File: src/rtl/fcn2_vector_driver.sv
// fcn2_vector_driver
// Walks a range of 4-bit vectors {A,B,C,D} into the fcn2 block.
// After each vector has settled, it samples X/Y and checks them against a built-in golden model.
// It counts mismatches and keeps the first failing vector and its observed {X,Y}.
// SETTLE_CYCLES must stay within 1..15 so that the settle counter fits in 4 bits.
module fcn2_vector_driver #(
  parameter int unsigned SETTLE_CYCLES = 2,
  parameter bit          STOP_ON_FAIL  = 1'b0
) (
  input  logic       clk,
  input  logic       rst,
  input  logic       start,
  input  logic [3:0] first_vec,
  input  logic [3:0] last_vec,
  input  logic       X,
  input  logic       Y,
  output logic       A,
  output logic       B,
  output logic       C,
  output logic       D,
  output logic       busy,
  output logic       done,
  output logic [3:0] vec_idx,
  output logic [4:0] err_count,
  output logic       fail_valid,
  output logic [3:0] fail_vec,
  output logic [1:0] fail_xy,
  output logic       pass
);

  typedef enum logic [2:0] {IDLE, APPLY, SETTLE, CHECK, DONE} state_t;

  state_t     state, state_next;
  logic [3:0] last_q;
  logic [3:0] settle_cnt;
  logic       w4, exp_x, exp_y;
  logic       mismatch;

  // The drive lines are the current vector index.
  // They therefore hold their value in IDLE/DONE and fall to zero on reset.
  assign {A, B, C, D} = vec_idx;

  assign busy = (state == APPLY) || (state == SETTLE) || (state == CHECK);
  assign done = (state == DONE);

  // Golden fcn2 model that is evaluated on the vector currently being driven.
  always_comb begin
    w4       = vec_idx[3] | ~(vec_idx[2] | vec_idx[1]);
    exp_x    = ~(vec_idx[0] | vec_idx[2]) ^ w4;
    exp_y    = vec_idx[0] & w4;
    mismatch = (state == CHECK) && ({X, Y} != {exp_x, exp_y});
  end

  // State register; reset aborts a run at once without producing a done pulse.
  always_ff @(posedge clk or posedge rst) begin
    if (rst) state <= IDLE;
    else     state <= state_next;
  end

  // Next-state logic.
  // A run ends after the last vector, or at the first mismatch when STOP_ON_FAIL is set.
  always_comb begin
    state_next = state;
    case (state)
      IDLE:    if (start) state_next = APPLY;
      APPLY:   state_next = SETTLE;
      SETTLE:  if (settle_cnt == 4'd0) state_next = CHECK;
      CHECK: begin
        if ((vec_idx == last_q) || (STOP_ON_FAIL && mismatch)) state_next = DONE;
        else                                                   state_next = APPLY;
      end
      DONE:    state_next = IDLE;
      default: state_next = IDLE;
    endcase
  end

  // Datapath.
  // It latches the range on start, times the settle window, scores each check and advances the vector.
  always_ff @(posedge clk or posedge rst) begin
    if (rst) begin
      last_q     <= 4'd0;
      settle_cnt <= 4'd0;
      vec_idx    <= 4'd0;
      err_count  <= 5'd0;
      fail_valid <= 1'b0;
      fail_vec   <= 4'd0;
      fail_xy    <= 2'b00;
      pass       <= 1'b0;
    end else begin
      case (state)
        IDLE: begin
          if (start) begin
            last_q     <= last_vec;
            vec_idx    <= first_vec;
            err_count  <= 5'd0;
            fail_valid <= 1'b0;
            fail_vec   <= 4'd0;
            fail_xy    <= 2'b00;
            pass       <= 1'b0;
          end
        end
        APPLY: begin
          settle_cnt <= 4'(SETTLE_CYCLES - 1);
        end
        SETTLE: begin
          settle_cnt <= settle_cnt - 4'd1;
        end
        CHECK: begin
          if (mismatch) begin
            err_count <= err_count + 5'd1;
            if (!fail_valid) begin
              fail_valid <= 1'b1;
              fail_vec   <= vec_idx;
              fail_xy    <= {X, Y};
            end
          end
          if (state_next == APPLY) vec_idx <= vec_idx + 4'd1;
        end
        DONE: begin
          pass <= (err_count == 5'd0);
        end
        default: begin
        end
      endcase
    end
  end

endmodule

File: config.mk
export PLATFORM = sky130hd
export DESIGN_NAME = fcn2_vector_driver
export DESIGN_NICKNAME = d
export VERILOG_FILES = /design/src/rtl/fcn2_vector_driver.sv
export SDC_FILE = /design/constraint.sdc
export NUM_CORES = 1
export LEC_CHECK = 0
export BUFFER_PORTS_ARGS = -buffer_cell sky130_fd_sc_hd__buf_2
export CORE_MARGIN = 2
export CORE_UTILIZATION = 47
export CTS_CLUSTER_DIAMETER = 60
export CTS_CLUSTER_SIZE = 28
export DETAILED_ROUTE_END_ITERATION = 12
export GPL_TIMING_DRIVEN = 0
export PLACE_DENSITY = 0.69
export RECOVER_POWER = 50
export REMOVE_ABC_BUFFERS = 1
export SLEW_MARGIN = 10
export SYNTH_ARGS = -nofsm -noshare
export SYNTH_HDL_FRONTEND = slang
export SYNTH_SLANG_ARGS = --single-unit
File: constraint.sdc
create_clock -name clk -period 3.3 [get_ports clk]
set_input_delay 0.99 -clock clk [delete_from_list [all_inputs] [get_ports clk]]
set_output_delay 0.99 -clock clk [all_outputs]
set_load 0.02 [all_outputs]
### Yosys cells after proc, flatten, opt, wreduce, memory -nomap -nowiden

Cells that the tools add are included.

* word-level logic and storage cells: 67
* register bits after elaboration: 28
* bits of input ports: 13
* output and inout port bits: 23

* multiplexer cells: 23
* add/subtract/negate cells: 3
* reductions and logical operators: 14
* bitwise gates (word level): 7
* equality and inequality tests: 11

Operators with widths (number)
* $pmux 4 s2: 3
* $mux 4: 5
* $pmux 3 s4: 1
* $mux 5: 2
* $pmux 5 s2: 1
* $mux 3: 3
* $eq 3x1->1 const B: 2
* $eq 3x2->1 const B: 2
* $mux 2: 3
* $ne 2x2->1 const B: 3
* $reduce_and 3->1: 2
* $reduce_bool 2->1: 3
* $add 5x1->5 const B: 1
* $logic_not 5->1: 1
* $add 4x1->4 const B: 1
* $eq 4x4->1: 1
* $logic_not 4->1: 1
* $pmux 1 s2: 2
* $pmux 2 s2: 1
* $reduce_and 2->1: 2
* $reduce_and 4->1: 1
* $sub 4x1->4 const B: 1
* $eq 3x3->1 const B: 1
* $logic_not 3->1: 1
* other kinds (9): 14

### Depth between registers and ports, before layout

Gate-level depths: netlist (run 1).

* word-level depth: 8
* gate-level depth with buffers: 7
* mapped depth without buffers: 5

### Least setup slack after synthesis (run 1)

No wires, ideal clock.

* path type: input to register
* start: input port X
* end: register err_count[4]
* path buffers: 1
* data arrival time: 2.219 ns
* library setup time: 0.124 ns
* data required time: 3.176 ns
* path slack: 0.957 ns
* stages: 6
* cells stage by stage: and3b_1 -> or3_4 -> a221oi_4 -> buf_6 -> nor2_4 -> a211o_1

* cells in the longest elaborated chain, start to end: 4

Ends and longest elaborated chain
* from (decl): RTL line 15 `input logic X,`
* $ne 2x2->1: RTL line 51 `mismatch = (state == CHECK) && ({X, Y} != {exp_x, exp_y});`
* $logic_and 1x1->1: RTL line 51
* $ne 2x2->1 (no source line)
* $reduce_and 3->1 (no source line)
* to (signal assigned): RTL line 110 `err_count <= err_count + 5'd1;`
* to (decl): RTL line 24 `output logic [4:0] err_count,`

No other way between the ends.
A chain may end at the register's enable or synchronous reset.

### Worst setup path in the final report (run 1)

* start: input port X
* end: register err_count[2]

Same word-level chain as after synthesis.

==> results of run 1 <==
stage by stage:
step,area [µm²],total power (W),utilization (%)
floorplan,1479,0.001272,-
global placement,1709,0.001478,55.08
detailed placement,1723,0.001531,55.52
CTS,1759,0.001698,56.69
global route,1753,0.001821,56.49
finish,1753,0.001676,56.49
logic make-up (layout without fill, tap and decap cells):
logic type      Yosys count  in the layout
compound gates           30             30
xor+xnor                  8              8
fa+ha+maj                 5              5
buf+inv                  21             51
flops                    28             28
mux                      13             13
simple gates             44             44
sequential cells by signal (all words and copies together), names as in the netlist:
name,flops
fail_vec,4
err_count,5
settle_cnt,4
state,3
pass,1
last_q,4
fail_valid,1
fail_xy,2
vec_idx,4
report_power, final:
| group | internal [W] | switching, W |
|---|---|---|
| registers | 0.000481 | 0.000174 |
| clock network | 0.0000674 | 0.000102 |
| logic | 0.000361 | 0.000490 |
| total | 0.000910 | 0.000766 |
layer usage:
| metal | routed length (µm) | vias to the layer above |
|---|---|---|
| li1 | - | 576 |
| met1 | 1375 | 573 |
| met2 | 1462 | 21 |
| met3 | 96 | 2 |
| met4 | 23 | 0 |
| met5 | 0 | - |
layout make-up:
type | instances | area (µm²) | share of cell area [%]
multi-input combinational | 100 | 743.2 | 42.40
sequential | 28 | 700.7 | 39.97
clock buffer | 4 | 36.28 | 2.070
tap | 44 | 55.05 | 3.141
timing repair buffer | 36 | 176.4 | 10.06
inverter | 11 | 41.29 | 2.355
how the worst max path moves through the flow:
stage          cells past startpoint  slack (ns)      endpoint  start
4_1_cts                            6        0.85  err_count[2]      X
6_report                           6        0.85  err_count[2]      X
3_3_place_gp                       5       -0.64    vec_idx[3]  start
3_5_place_dp                       6        0.50  err_count[2]      X
2_1_floorplan                      4        0.19    vec_idx[2]  start
5_1_grt                            6        0.75  err_count[2]      X
worst max-delay path, cell delays in order:
cell,delay (ns)
buf_2,0.14
and3b_1,0.16
or3_4,0.38
a221oi_4,0.52
mux2_1,0.37
mux2i_1,0.14
cells in the final DEF, fill, tap and decap left out, types with 3 or more instances in the layout:
master and instances:
xnor2_1 6, nand2_1 11, nor3_1 3, o21ai_0 10, dfrtp_1 28, a22o_1 3, inv_1 11, buf_2 30
clkbuf_4 3, nand3_1 3, nor2_1 10, mux2i_1 7, a21oi_1 6, mux2_2 5, clkbuf_1 5, ha_1 5
==> out/metrics.yaml, run 1 <==
run_status:
  outcome: "complete, no violations"
run:
  cap_violations: 0
setup_path:
  r2r_start: "vec_idx[2]"
  path_class: "in2reg"
  critPathMaxFanout: 11
  arrival_ns: 2.70
  timing.rr.end: "err_count[2]"
  cp-end-kind: "register"
  r2r_cells: 5
  regToRegSetupSlack_ns: 1.00
  critPathRequiredTime_ns: 3.56
  startpoint_type: "input pin"
clocking:
  cts_buffer_depth: 2
  htreeDepth: 1
  cts_resized: 0
  clk_pin_slew_worst_paths_ns: 0.15
  clk_latency_ns: 0.32
  clockRootBuffer: "clkbuf_4"
  cts_sinks: 28
  cts_buffers: 3
  cts_tree: "yes"
  cts_setup_buffers: 0
  hold_buffers: 0
route:
  drt-total-wl_mm: 2.958
  routed_via_density: 5.256
  route.detailed.drc: 0
  dr.pass1.iters: 4
  first_iter_violations: 40
  num_vias: 1172
  postRouteAntennaNets: 0
  post_drt_wl_per_cell_um: 13.26
layout:
  area_growth_pct: 12.35
  drive_gt1_share_pct: 26.82
  n_fill_cell: 302
  diodes: 0
  fin_cells: 223
  num-nets-final: 198
global_routing:
  grtUsageTotal_pct: 17.07
  antenna_found_initial: 0
  grt_pass1_vias: 1084
  grt_max_degree: 29
  busiest_layer: "met2"
  grt_use_met3_pct: 2.101
  grt_util_met1_pct: 22.59
  grtUsageMet2_pct: 29.17
  grt_overflow: 0
  grt_pass1_wl_mm: 4.864
synth:
  synthAdderAreaFrac_pct: 4.010
  yosysWarnings: 0
  synthSimpleGateAreaFrac_pct: 16.20
  async_flop_share_pct: 100.0
  avgSynthCellArea_um2: 10.47
  synth_seq_cells: 28
  synth_top_family_by_area: "simple AND/OR/NAND/NOR gates"
  synth_top_cell_by_area: "dfrtp_1"
  synthXorXnorAreaFrac_pct: 4.491
  syn-cell-area_um2: 1560
  synthTopCellsByArea: "dfrtp_1 (45%), mux2i_1 (4.5%), ha_1 (4.0%)"
  synth_top_area_share_pct: 44.91
  yosysMostFrequentCell: "dfrtp_1"
  yosys-mux-area-fraction_pct: 8.821
  synth_compound_area_share_pct: 13.71
  synth_common_cells: "dfrtp_1 (28), inv_1 (11), nand2_1 (11)"
  yosysSeqAreaShare_pct: 44.91
  ys_types: 40
  synthCells: 149
  ys.flop_type: "dfrtp_1"
  synth-edff-count: 0
sta:
  max_freq_mhz: 408.3
  whs_ns: 0.5048
  drv_slew: 0
  finalClockSkew_ns: 0.001117
  rsz0062_at_grt: "false"
  fin_crit_sh_pct: 74.21
  setup_viol: 0
  worst_slew_pin_slew_ns: 1.040
  layout_setup_ws_ns: 0.8509
  hold_viol: 0
  fin_tns_setup_ns: 0
  slew-limit-headroom_pct: 30.56
  fin_crit_ns: 2.449
die:
  fp.dieW_um: 61.62
  ios: 36
  initial_core_util_pct: 50.28
  die_height_um: 61.62
  std_cell_rows: 20
  core_um2: 3103
  die-area_um2: 3796
power_and_ir_drop:
  leakagePower_nw: 0.8653
  power_density_nw_per_um2: 956.0
  ir_worst_vdd_mv: 0.4092
placed_design:
  place_inst: 219
  dp_hpwl_mm: 2.212
  place.port_buffers: 35
  gp_congestion: 0.7964
  pre_cts_slack_ns: 0.4957
worst_hold_path:
  holdPathEnd: "fail_xy[0]"
  holdPathStages: 1
  hp-start: "fail_xy[0]"
  worstHoldPathType: "reg2reg"
Note: power is estimated with default switching activity, not from simulation.
==> run 2: changes to the inputs <==
--- a/config.mk
+++ b/config.mk
@@ -12,7 +12,7 @@
 export CTS_CLUSTER_SIZE = 28
 export DETAILED_ROUTE_END_ITERATION = 12
 export GPL_TIMING_DRIVEN = 0
-export PLACE_DENSITY = 0.69
+export PLACE_DENSITY = 0.72
 export RECOVER_POWER = 50
 export REMOVE_ABC_BUFFERS = 1
 export SLEW_MARGIN = 10
==> constraint.sdc (replaced) <==
create_clock -name clk -period 2.25 [get_ports clk]
set_input_delay 0.675 -clock clk [delete_from_list [all_inputs] [get_ports clk]]
set_output_delay 0.675 -clock clk [all_outputs]
set_load 0.02 [all_outputs]
==> out/metrics.yaml, run 2 (synthesized netlist as in run 1, its figures left out) <==
route:
  routed_via_density: 5.216  # -0.76%
  post_drt_wl_per_cell_um: 13.10  # -1.3%
  drt-total-wl_mm: 2.973  # +0.51%
  postRouteAntennaNets: 0  # unchanged
  num_vias: 1184  # +1.0%
  dr.pass1.iters: 4  # unchanged
  route.detailed.drc: 0  # unchanged
  first_iter_violations: 48  # +20%
clocking:
  cts_buffers: 3  # unchanged
  clk_latency_ns: 0.35  # +0.03 ns
  cts_sinks: 28  # unchanged
  cts_buffer_depth: 2  # unchanged
  cts_setup_buffers: 3  # +3
  hold_buffers: 0  # unchanged
  cts_resized: 0  # unchanged
  clockRootBuffer: "clkbuf_4"
  htreeDepth: 1  # unchanged
  clk_pin_slew_worst_paths_ns: 0.17  # +0.02 ns
  cts_tree: "yes"
layout:
  largest_reg_flops: 5  # unchanged
  n_fill_cell: 289  # -4.3%
  layout_common_cells: "buf_2 (30), dfrtp_1 (28), inv_1 (11), nand2_1 (11)"
  diodes: 0  # unchanged
  regMostFlops: "err_count"
  fin_cells: 227  # +1.8%
  fin_area_um2: 1799  # +2.6%
  num-nets-final: 202  # +2.0%
  area_growth_pct: 15.32
  drive_gt1_share_pct: 28.42  # +1.6 points
  final_common_cell: "buf_2"
  multi_input_area_um2: 743.2  # unchanged
  seq_area_um2: 700.7  # unchanged
placed_design:
  pre_cts_slack_ns: -0.1808  # -0.6765 ns
  gp_congestion: 0.7603  # -4.5%
  dp_hpwl_mm: 2.146  # -3.0%
  place_inst: 219  # unchanged
  place.port_buffers: 35  # unchanged
  dpl-instance-area_um2: 1723  # unchanged
global_routing:
  antenna_found_initial: 0  # unchanged
  grtUsageTotal_pct: 17.60  # +0.53 points
  grt_use_met3_pct: 5.672  # +3.6 points
  grt_max_degree: 29  # unchanged
  grt_overflow: 0  # unchanged
  busiest_layer: "met2"
  grt_pass1_wl_mm: 4.816  # -0.99%
  grt_util_met1_pct: 20.40  # -2.2 points
  grt_pass1_vias: 1127  # +4.0%
  grtUsageMet2_pct: 29.77  # +0.60 points
power_and_ir_drop:
  combPwrFrac_pct: 49.8  # -1.0 points
  p_switching_w: 0.001144  # +49%
  ir_worst_vdd_mv: 0.7729  # +89%
  leakagePower_nw: 0.8923  # +3.1%
  p_int_w: 0.001450  # +59%
  p_sw_share_pct: 44.11  # -1.6 points
  power_density_nw_per_um2: 1442  # +51%
  power_frac_seq_pct: 37.1  # -2.0 points
  p_clk_share_pct: 13.1  # +3.0 points
sta:
  hold_viol: 0  # unchanged
  rsz0062_at_grt: "false"
  drv_slew: 0  # unchanged
  layout_setup_ws_ns: 0.1103  # -0.7407 ns
  worst_slew_pin_slew_ns: 1.034  # -0.006599 ns
  fin_crit_sh_pct: 95.10
  finalClockSkew_ns: 0.02178  # +0.02066 ns
  fin_crit_ns: 2.140
  slew-limit-headroom_pct: 31.00  # +0.44 points
  setup_viol: 0  # unchanged
  max_freq_mhz: 467.3
die:
  die-area_um2: 3796  # unchanged
  initial_core_util_pct: 50.28  # unchanged
  die_height_um: 61.62  # unchanged
  core_um2: 3103  # unchanged
  fp.dieW_um: 61.62  # unchanged
  ios: 36  # unchanged
  std_cell_rows: 20  # unchanged
setup_path:
  path_cells: "and3b_1 > or3_4 > a221oi_4 > buf_4 > nor2_4 > mux2_2"
  cp-end-kind: "register"
  path_class: "reg2reg"
  slowest_delay_ns: 0.61  # +0.09 ns
  crit_family: "simple AND/OR/NAND/NOR gates"
  startpoint_type: "register"
  critPathMaxFanout: 11  # unchanged
  regToRegSetupSlack_ns: 0.11  # -0.89 ns
  critPathRequiredTime_ns: 2.49  # -1.07 ns
  cp_slowest_cell: "dfrtp_1"
  critPathBufInv: 1  # unchanged
  arrival_ns: 2.38  # -0.32 ns
worst_hold_path:
  worstHoldPathType: "reg2reg"
run:
  cap_violations: 0  # unchanged
run_status:
  outcome: "complete, no violations"
run 2: cell count changes in the layout (fill, tap and decap cells not counted), sizes merged:
cell / change
buf: +4
bufinv: +1
clkbuf: -1
run 2: power groups by stage:
stage	clock, W	combinational (W)	sequential, W
floorplan	0	0.000764	0.00110
global placement	0	0.00122	0.000953
detailed placement	0	0.00127	0.000974
CTS	0.000349	0.00131	0.000962
global route	0.000366	0.00144	0.000999
finish	0.000341	0.00129	0.000962
run 2: stage by stage:
stage / setup TNS, ns / power (W) / utilization (%) / hold WS [ns]
finish: 0 / 0.002594 / 57.98 / 0.5076
CTS: 0 / 0.002619 / 57.94 / 0.5062
detailed placement: -0.5227 / 0.002247 / 55.52 / 0.4702
floorplan: -6.701 / 0.001865 / - / 0.4818
global route: 0 / 0.002804 / 57.98 / 0.5302
global placement: -23.17 / 0.002170 / 55.08 / 0.4605
run 2: final cells by class:
type	count	share of cell area (%)
clock buffers	3	1.252
clock inverters	1	1.669
inverters	11	2.295
multi-input cells	100	41.31
flip-flops and latches	28	38.94
well taps	44	3.060
repair buffers	40	11.47
run 2: worst reg2reg max path: stages, from the launching register on:
cell	delay, ns
dfrtp_1	0.61
and3b_1	0.23
or3_4	0.38
a221oi_4	0.32
buf_4	0.20
nor2_4	0.04
mux2_2	0.25
run 2: worst paths after layout:
kind | from | endpoint | cells after the start
min in group asynchronous | rst | fail_xy[0] | 2
worst max register to register | vec_idx[2] | err_count[0] | 6
worst min register to register | fail_xy[0] | fail_xy[0] | 1
worst max-delay path | vec_idx[2] | err_count[0] | 6
worst min-delay path | fail_xy[0] | fail_xy[0] | 1
max in group asynchronous | rst | state[0] | 2
run 2: routing by layer:
layer | vias up | part of all wire (%)
li1 | 576 | -
met1 | 578 | 43
met2 | 25 | 49
met3 | 5 | 5.6
met4 | 0 | 1.6
met5 | - | 0
==> run 3: changes to the inputs <==
==> constraint.sdc (replaced) <==
create_clock -name clk -period 2.25 [get_ports clk]
set_input_delay 0.3375 -clock clk [delete_from_list [all_inputs] [get_ports clk]]
set_output_delay 0.3375 -clock clk [all_outputs]
set_load 0.02 [all_outputs]
==> out/metrics.yaml, run 3 (synthesized netlist as in run 1, its figures left out) <==
clocking:
  cts_buffers: 3  # unchanged
  cts_buffer_depth: 2  # unchanged
  clockRootBuffer: "clkbuf_4"
  htreeDepth: 1  # unchanged
  hold_buffers: 0  # unchanged
  clk_latency_ns: 0.35  # about the same
  cts_tree: "yes"
  clk_pin_slew_worst_paths_ns: 0.17  # about the same
  cts_sinks: 28  # unchanged
setup_path:
  critPathRequiredTime_ns: 2.49  # about the same
  crit_family: "simple AND/OR/NAND/NOR gates"
  path_class: "reg2reg"
  slowest_delay_ns: 0.61  # about the same
  critPathBufInv: 1  # unchanged
  startpoint_type: "register"
  cp_slowest_cell: "dfrtp_1"
  cp-end-kind: "register"
  critPathMaxFanout: 11  # unchanged
  path_cells: "and3b_1 > or3_4 > a221oi_4 > buf_4 > nor2_4 > mux2_2"
  arrival_ns: 2.38  # about the same
placed_design:
  gp_congestion: 0.7603  # unchanged
  place.port_buffers: 35  # unchanged
  place_inst: 219  # unchanged
  dp_hpwl_mm: 2.146  # unchanged
layout:
  fin_cells: 227  # unchanged
  layout_common_cells: "dfrtp_1 (28), buf_2 (28), inv_1 (11), nand2_1 (11)"
  regMostFlops: "err_count"
  num-nets-final: 202  # unchanged
  n_fill_cell: 291  # +0.69%
  drive_gt1_share_pct: 27.32  # -1.1 points
  area_growth_pct: 15.16
  seq_area_um2: 700.7  # unchanged
  diodes: 0  # unchanged
  largest_reg_flops: 5  # unchanged
  multi_input_area_um2: 743.2  # unchanged
route:
  num_vias: 1184  # unchanged
  post_drt_wl_per_cell_um: 13.11  # about the same
  dr.pass1.iters: 4  # unchanged
  postRouteAntennaNets: 0  # unchanged
  drt-total-wl_mm: 2.975  # about the same
  route.detailed.drc: 0  # unchanged
  first_iter_violations: 48  # unchanged
  routed_via_density: 5.216  # unchanged
worst_hold_path:
  worstHoldPathType: "in2async"
run_status:
  outcome: "complete, no violations"
sta:
  whs_ns: 0.1962  # -0.3113 ns
  fin_crit_ns: 2.140  # unchanged
  slew-limit-headroom_pct: 31.00  # unchanged
  fin_tns_setup_ns: 0  # unchanged
  setup_viol: 0  # unchanged
  max_freq_mhz: 467.3  # unchanged
  worst_slew_pin_slew_ns: 1.034  # unchanged
  fin_crit_sh_pct: 95.10  # unchanged
  hold_viol: 0  # unchanged
  drv_slew: 0  # unchanged
  finalClockSkew_ns: 0.02178  # unchanged
  rsz0062_at_grt: "false"
global_routing:
  antenna_found_initial: 0  # unchanged
  grt_max_degree: 29  # unchanged
  grtUsageTotal_pct: 17.60  # unchanged
  grt_overflow: 0  # unchanged
  grt_pass1_vias: 1127  # unchanged
  grt_pass1_wl_mm: 4.816  # unchanged
die:
  core_um2: 3103  # unchanged
  ios: 36  # unchanged
  std_cell_rows: 20  # unchanged
  die_height_um: 61.62  # unchanged
  die-area_um2: 3796  # unchanged
  initial_core_util_pct: 50.28  # unchanged
  fp.dieW_um: 61.62  # unchanged
power_and_ir_drop:
  ir_worst_vdd_mv: 0.7729  # about the same
  leakagePower_nw: 0.8842  # -0.91%
  power_w: 0.002591  # -0.11%
  power_density_nw_per_um2: 1442  # about the same
run:
  cap_violations: 0  # unchanged
-- run 3: cell types whose count changed in the layout (fill, tap and decap cells not counted), sizes merged --
cell | previous run | this run
clkbuf | 8 | 10
buf | 35 | 33
-- run 3: cell type report --
cell class,instances,area share (%)
clock inverters,1,1.671
inverters,11,2.298
flip-flops and latches,28,39.00
repair buffers,40,11.35
well taps,44,3.064
clock buffers,3,1.253
multi-input cells,100,41.36
-- run 3: final timing paths --
check                              from      endpoint  slack, ns  depth (start not counted)
setup / recovery             vec_idx[2]  err_count[0]       0.11                          6
hold / removal                      rst    fail_xy[0]       0.20                          2
setup reg to reg             vec_idx[2]  err_count[0]       0.11                          6
hold reg to reg              fail_xy[0]    fail_xy[0]       0.51                          1
max in group asynchronous           rst      state[0]       1.41                          2
min in group clk           first_vec[0]    vec_idx[0]       0.20                          3
-- run 3: timing repair --
action,CTS,global route
buffers inserted,3,1
pin swaps,0,0
setup endpoints to repair,1,4
resized for setup,0,0
-- run 3: stage by stage --
| stage | worst slack [ns] | cell area [µm²] | util [%] |
|---|---|---|---|
| after floorplan | -0.3701 | 1479 | - |
| after global placement | -1.147 | 1709 | 55.08 |
| after detailed placement | 0.01224 | 1723 | 55.52 |
| after CTS | 0.1066 | 1798 | 57.94 |
| after global routing | 0.04323 | 1797 | 57.90 |
| final | 0.1103 | 1797 | 57.90 |
-- run 3: per-layer routing --
layer	GRT usage (%)	vias up	wire [µm]
met1	20.40	578	1292
met4	7.599	0	48
met5	0	-	0
met3	5.672	5	167
met2	29.77	25	1466
li1	-	576	-
-- run 3: power by group --
group | total [W] | leakage, nW | internal [W] | switching (W)
clock network | 0.000341 | 0.0279 | 0.000181 | 0.000160
logic | 0.00129 | 0.496 | 0.000560 | 0.000728
registers | 0.000963 | 0.361 | 0.000706 | 0.000257
total | 0.00259 | 0.884 | 0.00145 | 0.00114
